<file path="src/rtl/weapon_controller.sv">
// weapon_controller
//   Turns the player's debounced fire/reload buttons into the one-hot
//   fire_state sequence Loaded -> Fired (one clk) -> Idle, and tracks the
//   magazine, cooldown and reload timing. Cooldown and reload are timed
//   in slow_clk ticks, where slow_clk is sampled as data in the clk domain.
//
// Ports:
//   clk          system clock (only clock)
//   rst          synchronous active-high reset
//   slow_clk     game-time clock, rising edge = one tick
//   start        game start level, honoured only in INIT
//   fire_btn     debounced fire button (level)
//   reload_btn   debounced reload button (level)
//   fire_state   one-hot: 001 Loaded, 010 Fired, 100 Idle
//   ammo_count   rounds left in the magazine
//   reloading    high while reloading
//   shots_fired  total shots, saturating at 255
module weapon_controller #(
  parameter int AMMO_MAX       = 8,
  parameter int COOLDOWN_TICKS = 2,
  parameter int RELOAD_TICKS   = 6
) (
  input  logic       clk,
  input  logic       rst,
  input  logic       slow_clk,
  input  logic       start,
  input  logic       fire_btn,
  input  logic       reload_btn,
  output logic [2:0] fire_state,
  output logic [3:0] ammo_count,
  output logic       reloading,
  output logic [7:0] shots_fired
);

  localparam int MAX_TICKS = (COOLDOWN_TICKS > RELOAD_TICKS) ? COOLDOWN_TICKS : RELOAD_TICKS;
  localparam int CNT_W     = $clog2(MAX_TICKS + 1);

  localparam logic [CNT_W-1:0] COOL_LAST   = CNT_W'(COOLDOWN_TICKS);
  localparam logic [CNT_W-1:0] RELOAD_LAST = CNT_W'(RELOAD_TICKS);
  localparam logic [3:0]       AMMO_FULL   = 4'(AMMO_MAX);

  typedef enum logic [2:0] {
    S_INIT,
    S_LOADED,
    S_FIRED,
    S_COOLDOWN,
    S_RELOAD
  } state_t;

  // Registered rising-edge detectors: bit 0 slow_clk, bit 1 fire, bit 2 reload.
  // They run in every state, so a level held across a state change never
  // produces a late edge, and an edge arriving in a busy state is simply lost.
  logic [2:0] raw_in;
  logic [2:0] edge_pulse;

  assign raw_in = {reload_btn, fire_btn, slow_clk};

  genvar gi;
  generate
    for (gi = 0; gi < 3; gi++) begin : g_edge
      logic prev_reg;
      logic edge_reg;

      always_ff @(posedge clk) begin
        if (rst) begin
          prev_reg <= 1'b0;
          edge_reg <= 1'b0;
        end else begin
          prev_reg <= raw_in[gi];
          edge_reg <= raw_in[gi] & ~prev_reg;
        end
      end

      assign edge_pulse[gi] = edge_reg;
    end
  endgenerate

  logic tick, fire_edge, reload_edge;
  assign tick        = edge_pulse[0];
  assign fire_edge   = edge_pulse[1];
  assign reload_edge = edge_pulse[2];

  state_t           state_reg, state_next;
  logic [CNT_W-1:0] cnt_reg, cnt_next, cnt_inc;
  logic [3:0]       ammo_reg, ammo_next;
  logic [7:0]       shots_reg, shots_next;

  assign cnt_inc = cnt_reg + 1'b1;

  // State and datapath registers
  always_ff @(posedge clk) begin
    if (rst) begin
      state_reg <= S_INIT;
      cnt_reg   <= '0;
      ammo_reg  <= 4'd0;
      shots_reg <= 8'd0;
    end else begin
      state_reg <= state_next;
      cnt_reg   <= cnt_next;
      ammo_reg  <= ammo_next;
      shots_reg <= shots_next;
    end
  end

  // Next-state and datapath update
  always_comb begin
    state_next = state_reg;
    cnt_next   = cnt_reg;
    ammo_next  = ammo_reg;
    shots_next = shots_reg;

    unique case (state_reg)
      S_INIT: begin
        if (start) begin
          state_next = S_LOADED;
          ammo_next  = AMMO_FULL;
        end
      end

      S_LOADED: begin
        // Fire has priority over a reload edge on the same cycle.
        if (fire_edge) begin
          state_next = S_FIRED;
          ammo_next  = ammo_reg - 4'd1;
          if (shots_reg != 8'hFF) begin
            shots_next = shots_reg + 8'd1;
          end
        end else if (reload_edge && (ammo_reg < AMMO_FULL)) begin
          state_next = S_RELOAD;
          cnt_next   = '0;
        end
      end

      S_FIRED: begin
        // Any tick seen here is deliberately not counted.
        state_next = S_COOLDOWN;
        cnt_next   = '0;
      end

      S_COOLDOWN: begin
        if (tick) begin
          if (cnt_inc == COOL_LAST) begin
            cnt_next   = '0;
            state_next = (ammo_reg != 4'd0) ? S_LOADED : S_RELOAD;
          end else begin
            cnt_next = cnt_inc;
          end
        end
      end

      S_RELOAD: begin
        if (tick) begin
          if (cnt_inc == RELOAD_LAST) begin
            cnt_next   = '0;
            ammo_next  = AMMO_FULL;
            state_next = S_LOADED;
          end else begin
            cnt_next = cnt_inc;
          end
        end
      end

      default: begin
        state_next = S_INIT;
        cnt_next   = '0;
      end
    endcase
  end

  // Output decode from registered state only
  always_comb begin
    fire_state = 3'b100;
    reloading  = 1'b0;
    unique case (state_reg)
      S_LOADED: fire_state = 3'b001;
      S_FIRED:  fire_state = 3'b010;
      S_RELOAD: reloading  = 1'b1;
      default:  fire_state = 3'b100;
    endcase
  end

  assign ammo_count  = ammo_reg;
  assign shots_fired = shots_reg;

endmodule
</file>
<file path="config.mk">
export PLATFORM = sky130hd
export DESIGN_NAME = weapon_controller
export DESIGN_NICKNAME = d
export VERILOG_FILES = /design/src/rtl/weapon_controller.sv
export SDC_FILE = /design/constraint.sdc
export NUM_CORES = 1
export LEC_CHECK = 0
export ABC_AREA = 0
export CAP_MARGIN = 15
export CORE_UTILIZATION = 52
export CTS_CLUSTER_SIZE = 12
export DETAILED_ROUTE_END_ITERATION = 16
export HOLD_SLACK_MARGIN = 0.1
export PLACE_DENSITY = 0.78
export SLEW_MARGIN = 10
export SYNTH_ARGS = -nofsm -noshare
export SYNTH_HDL_FRONTEND = slang
export SYNTH_SLANG_ARGS = --single-unit
export TNS_END_PERCENT = 10
</file>
<file path="constraint.sdc">
create_clock -name clk -period 3.7 [get_ports clk]
set_clock_uncertainty 0.05 [all_clocks]
set_input_delay 0.925 -clock clk [delete_from_list [all_inputs] [get_ports clk]]
set_output_delay 0.925 -clock clk [all_outputs]
set_load 0.1 [all_outputs]
</file>
==> results of run 1 <==
-- metrics by stage --
step                hold slack [ns]  instance area (um2)  setup slack [ns]
CTS                           0.341                 1520             0.975
global placement              0.320                 1490              1.29
floorplan                     0.317                 1320            0.0891
global route                  0.350                 1520             0.870
detailed placement            0.322                 1490              1.25
finish                        0.340                 1520             0.975
-- power breakdown --
group          internal (mW)  switching [mW]  total, mW
registers              0.282          0.0504      0.333
logic                  0.130           0.325      0.455
clock network         0.0379          0.0743      0.112
total                  0.450           0.450      0.900
-- kinds of logic after synthesis --
logic type | count (synthesis) | synth area share, %
XOR/XNOR | 5 | 3.33
buffers and inverters | 13 | 5.04
AO/OA/AOI/OAI | 36 | 19.8
flip-flops | 24 | 36.5
adder cells (fa/ha/maj) | 4 | 3.80
multiplexers | 7 | 5.61
AND/OR/NAND/NOR | 59 | 26.0
-- worst max-delay path: stages (launching register included) --
cell and delay (ns):
dfxtp_1 0.56, or3b_1 0.52, inv_1 0.09, buf_4 0.28
-- cells in the final DEF, fill, tap and decap left out, drive strengths merged, types with 5 or more instances in the layout --
cell	n
a21oi	9
buf	17
clkdlybuf4s50	5
dfxtp	24
inv	6
nand2	7
nor2	15
nor2b	11
o21ai	5
-- layer usage --
| metal | up-vias | global-route usage, % |
|---|---|---|
| met2 | 29 | 37.6 |
| met5 | - | 0 |
| met3 | 2 | 2.61 |
| met1 | 542 | 26.5 |
| li1 | 569 | - |
| met4 | 0 | 6.58 |
-- worst paths after layout --
| kind | startpoint | to | slack (ns) | depth (start not counted) |
|---|---|---|---|---|
| worst max-delay path | state_reg[2] | reloading | 0.98 | 3 |
| worst min-delay path | g_edge[1].prev_reg | fire_edge | 0.34 | 1 |
| worst min register to register | g_edge[1].prev_reg | fire_edge | 0.34 | 1 |
| worst max register to register | state_reg[0] | shots_fired[3] | 1.69 | 4 |
-- final cells by class --
| cell class | count | area, um2 |
|---|---|---|
| fillers | 184 | 782 |
| multi-input cells | 111 | 777 |
| flip-flops and latches | 24 | 480 |
| repair buffers | 22 | 178 |
| well taps | 28 | 35.0 |
| clock buffers | 3 | 22.5 |
| inverters | 6 | 22.5 |
==> impl_metrics.tcl, run 1 <==
set metrics [dict create \
    status "finished clean" \
    fin_tns_setup_ns 0 \
    htree_levels 1 \
    netlist.area_leader.share_pct 36.5 \
    syn_area_mm2 0.00132 \
    synth_most_common_cell "dfxtp_1" \
    path_class "register to output port" \
    antenna_cells 0 \
    syn2layout_area_growth_pct 15.1 \
    syn_avg_cell_area_um2 8.89 \
    final-hold-violation-count 0 \
    clk_pin_slew_ns 0.13 \
    fp.coreArea_mm2 0.00230 \
    grt_pass1_vias 1008 \
    gp_congestion 0.849 \
    worst_pin_slew_ns 0.468 \
    drive_above_1_share_pct 19.3 \
    slew_viol_final 0 \
    cp.arrival_ns 1.75 \
    initialDrtViolationCount 22 \
    ys_seq_area_share_pct 36.5 \
    post-route-util_pct 66.0 \
    antenna_found_initial 0 \
    cp-start-kind "register" \
    powerDensity_mw_per_mm2 594 \
    detail-route-antenna-nets 0 \
    root_buffer "clkbuf_4" \
    rsz0062_at_grt "false" \
    dr_wl_met3_um 104 \
    drt-total-wl_um 2690 \
    numCtsBuffers 3 \
    die_w_um 52.3 \
    met1_length_um 1210 \
    ctsHoldBuffers 0 \
    io_buffers 21 \
    netlist_instances 148 \
    wl_per_cell_um 13.8 \
    ir_drop_mv 0.458 \
    via_per_inst 5.89 \
    largest_reg_flops 8 \
    ys_top_cells_by_count "dfxtp_1 (24), nor2_1 (15), nor2b_1 (11)" \
    max_cap_violations 0 \
    remaining_drc_errors 0 \
    synth-async-reset-ratio_pct 0 \
    worstSetupEndpointType "output port" \
    p_leak_nw 0.599 \
    dpl.hpwl_um 2030 \
    synthesis.yosys.warnings 0 \
    ys_ff_latch 24 \
    cts_max_path_buffers 2 \
    clk_latency_ns 0.30 \
    finish.cell_count_without_fillers 194 \
    hold_class "register to register" \
    finalPower_mw 0.900 \
    setup_violations 0 \
    synth.largest_area_cell "dfxtp_1" \
    dr_total_vias 1142 \
    fin_crit_sh_pct 73.6 \
    cts.sinks 24 \
    die_y_um 52.3 \
    crit_required_ns 2.72 \
    synth_cell_types 47 \
    ios 22 \
    grt_pass1_wl_um 4360 \
    fmax_mhz 367 \
    die-area_mm2 0.00274 \
    synthesis.nets 158 \
    top_layer "met4" \
    dpl.cell_count 191 \
    maxSlewHeadroom_pct 68.8 \
    start_util_pct 57.3 \
    rows 17 \
    synth_area_leaders "dfxtp_1 (37%), nor2b_1 (5.2%), nor2_1 (4.3%)" \
    grt_usage_pct 21.3 \
    dr_wl_met2_um 1360 \
    first_pass_iters 4 \
    synth-edff-count 0 \
    crit_fanout 11 \
    grt_max_degree 17 \
    grt_overflow 0 \
    ctsResizeCount 0 \
    final_nets 178 \
    cts_tree "done" \
    period_needed_ns 2.72 \
    synthFlopType "dfxtp_1" \
    post_cts_buffers 0 \
]
Note: power is estimated with default switching activity, not from simulation.
==> run 2: changes to the inputs <==
==> constraint.sdc (replaced) <==
create_clock -name clk -period 2.7 [get_ports clk]
set_clock_uncertainty 0.05 [all_clocks]
set_input_delay 0.675 -clock clk [delete_from_list [all_inputs] [get_ports clk]]
set_output_delay 0.675 -clock clk [all_outputs]
set_load 0.1 [all_outputs]
==> run 2 against run 1 <==
First-iteration DRC count is 23% lower; final cell count grew 1.0%; worst setup slack got worse by 0.77 ns; count of clock-buffer cells in the layout unchanged; sequential share of layout area down 2.0 points.
==> impl_metrics.tcl, run 2 (synthesis results as in run 1) <==
set metrics [dict create \
    crit_chain "inv_1, nor3_4, nor2_2, buf_12" \
    grt_pass1_wl_um 5130 \
    grt_usage_pct 25.3 \
    mostFrequentLayoutCells "dfxtp_1 (24), buf_4 (14), nor2_1 (13)" \
    clk_latency_ns 0.32 \
    power_switching_mw 0.666 \
    gp_congestion 0.828 \
    largest_reg_flops 8 \
    rows 17 \
    r2r_cells 4 \
    via_per_inst 5.87 \
    period_needed_ns 2.49 \
    setup_violations 0 \
    fp.coreArea_mm2 0.00230 \
    hold_path_depth 1 \
    detail-route-antenna-nets 0 \
    clkPwrFrac_pct 18.4 \
    path_depth 4 \
    grt_max_degree 17 \
    ctsHoldBuffers 0 \
    cp-start-kind "register" \
    die_w_um 52.3 \
    max_cap_violations 0 \
    p_seq_share_pct 31.9 \
    drt-total-wl_um 2960 \
    dpl.hpwl_um 2240 \
    powerDensity_mw_per_mm2 900 \
    htree_levels 1 \
    syn2layout_area_growth_pct 22.8 \
    cp_slowest_cell "dfxtp_1" \
    grt_overflow 0 \
    io_buffers 21 \
    dr_total_vias 1151 \
    clk_pin_slew_ns 0.14 \
    die-area_mm2 0.00274 \
    ir_drop_mv 0.811 \
    remaining_drc_errors 0 \
    cpLargestDelayFamily "flip-flops" \
    combPwrFrac_pct 49.7 \
    drive_above_1_share_pct 20.8 \
    antenna_cells 0 \
    final-hold-violation-count 0 \
    fin_tns_setup_ns 0 \
    numCtsBuffers 3 \
    crit_fanout 16 \
    nFillCells 178 \
    start_util_pct 57.3 \
    ios 22 \
    die_y_um 52.3 \
    crit_required_ns 1.98 \
    hold_class "register to register" \
    cp.arrival_ns 1.77 \
    finalPower_mw 1.45 \
    ctsResizeCount 0 \
    cts.sinks 24 \
    cpPeakStageDelay_ns 0.69 \
    p_int_mw 0.788 \
    path_buf_inv 2 \
    slew_viol_final 0 \
    initialDrtViolationCount 17 \
    wl_per_cell_um 15.1 \
    fmax_mhz 401 \
    first_pass_iters 4 \
    rsz0062_at_grt "false" \
    cts_max_path_buffers 2 \
    grt_pass1_vias 1135 \
    cts_tree "done" \
    final_nets 179 \
    root_buffer "clkbuf_4" \
    worst_pin_slew_ns 0.541 \
    fin_crit_sh_pct 92.3 \
    path_class "register to output port" \
    switching_share_pct 45.8 \
    final_common_cell "dfxtp_1" \
    post_cts_buffers 0 \
    p_leak_nw 0.635 \
    worstSetupEndpointType "output port" \
    maxSlewHeadroom_pct 63.9 \
    antenna_found_initial 0 \
    status "finished clean" \
]
==> run 2: cell count changes in the layout (fill, tap and decap cells not counted), sizes merged <==
cell    before  now
buf         17   18
bufinv       0    1
==> run 2: per-stage QoR <==
step | hold slack (ns) | cell area, um2 | cells | util, % | worst slack, ns
final | 0.340 | 1620 | 196 | 70.4 | 0.209
after detailed placement | 0.322 | 1560 | 192 | 68.1 | 0.551
after CTS | 0.341 | 1620 | 196 | 70.4 | 0.206
after floorplan | 0.317 | 1340 | 148 | - | 0.208
after global routing | 0.362 | 1620 | 196 | 70.4 | 0.0846
after global placement | 0.320 | 1560 | 192 | 68.1 | 0.597
==> run 2: metal layers <==
metal	vias to the layer above	wire (um)	track usage, %
met5	-	0	0
met4	0	77	13.2
met3	10	75	3.19
met2	25	1410	38.8
met1	540	1400	34.4
li1	576	-	-
==> run 2: layout make-up <==
cell class	instances	area, um2	share of cell area [%]
Inverter	6	22.5	1.39
Timing Repair Buffer	23	235	14.6
Sequential cell	24	480	29.7
Clock buffer	3	22.5	1.39
Tap cell	28	35.0	2.17
Clock inverter	1	30.0	1.86
Multi-Input combinational cell	111	791	48.9
==> run 2: power by group through the flow <==
stage	logic, mW	registers (mW)	clock network, mW
finish	0.723	0.465	0.267
global placement	0.707	0.464	0
CTS	0.725	0.462	0.272
floorplan	0.491	0.503	0
detailed placement	0.721	0.470	0
global route	0.768	0.472	0.280
==> run 2: worst register-to-register path: cells and delay by family, from the launching register on <==
kind	cells	cell delay (ns)
and+or+nand+nor	2	0.69
DFF	1	0.61
muxes	1	0.35
AOI/OAI and AO/OA	1	0.28
==> run 2: worst paths after layout <==
| path | endpoint | start | slack, ns |
|---|---|---|---|
| max reg2reg | shots_fired[3] | state_reg[0] | 0.63 |
| min | g_edge[2].edge_reg | g_edge[2].prev_reg | 0.34 |
| max | fire_state[2] | state_reg[1] | 0.21 |
| min reg2reg | g_edge[2].edge_reg | g_edge[2].prev_reg | 0.34 |
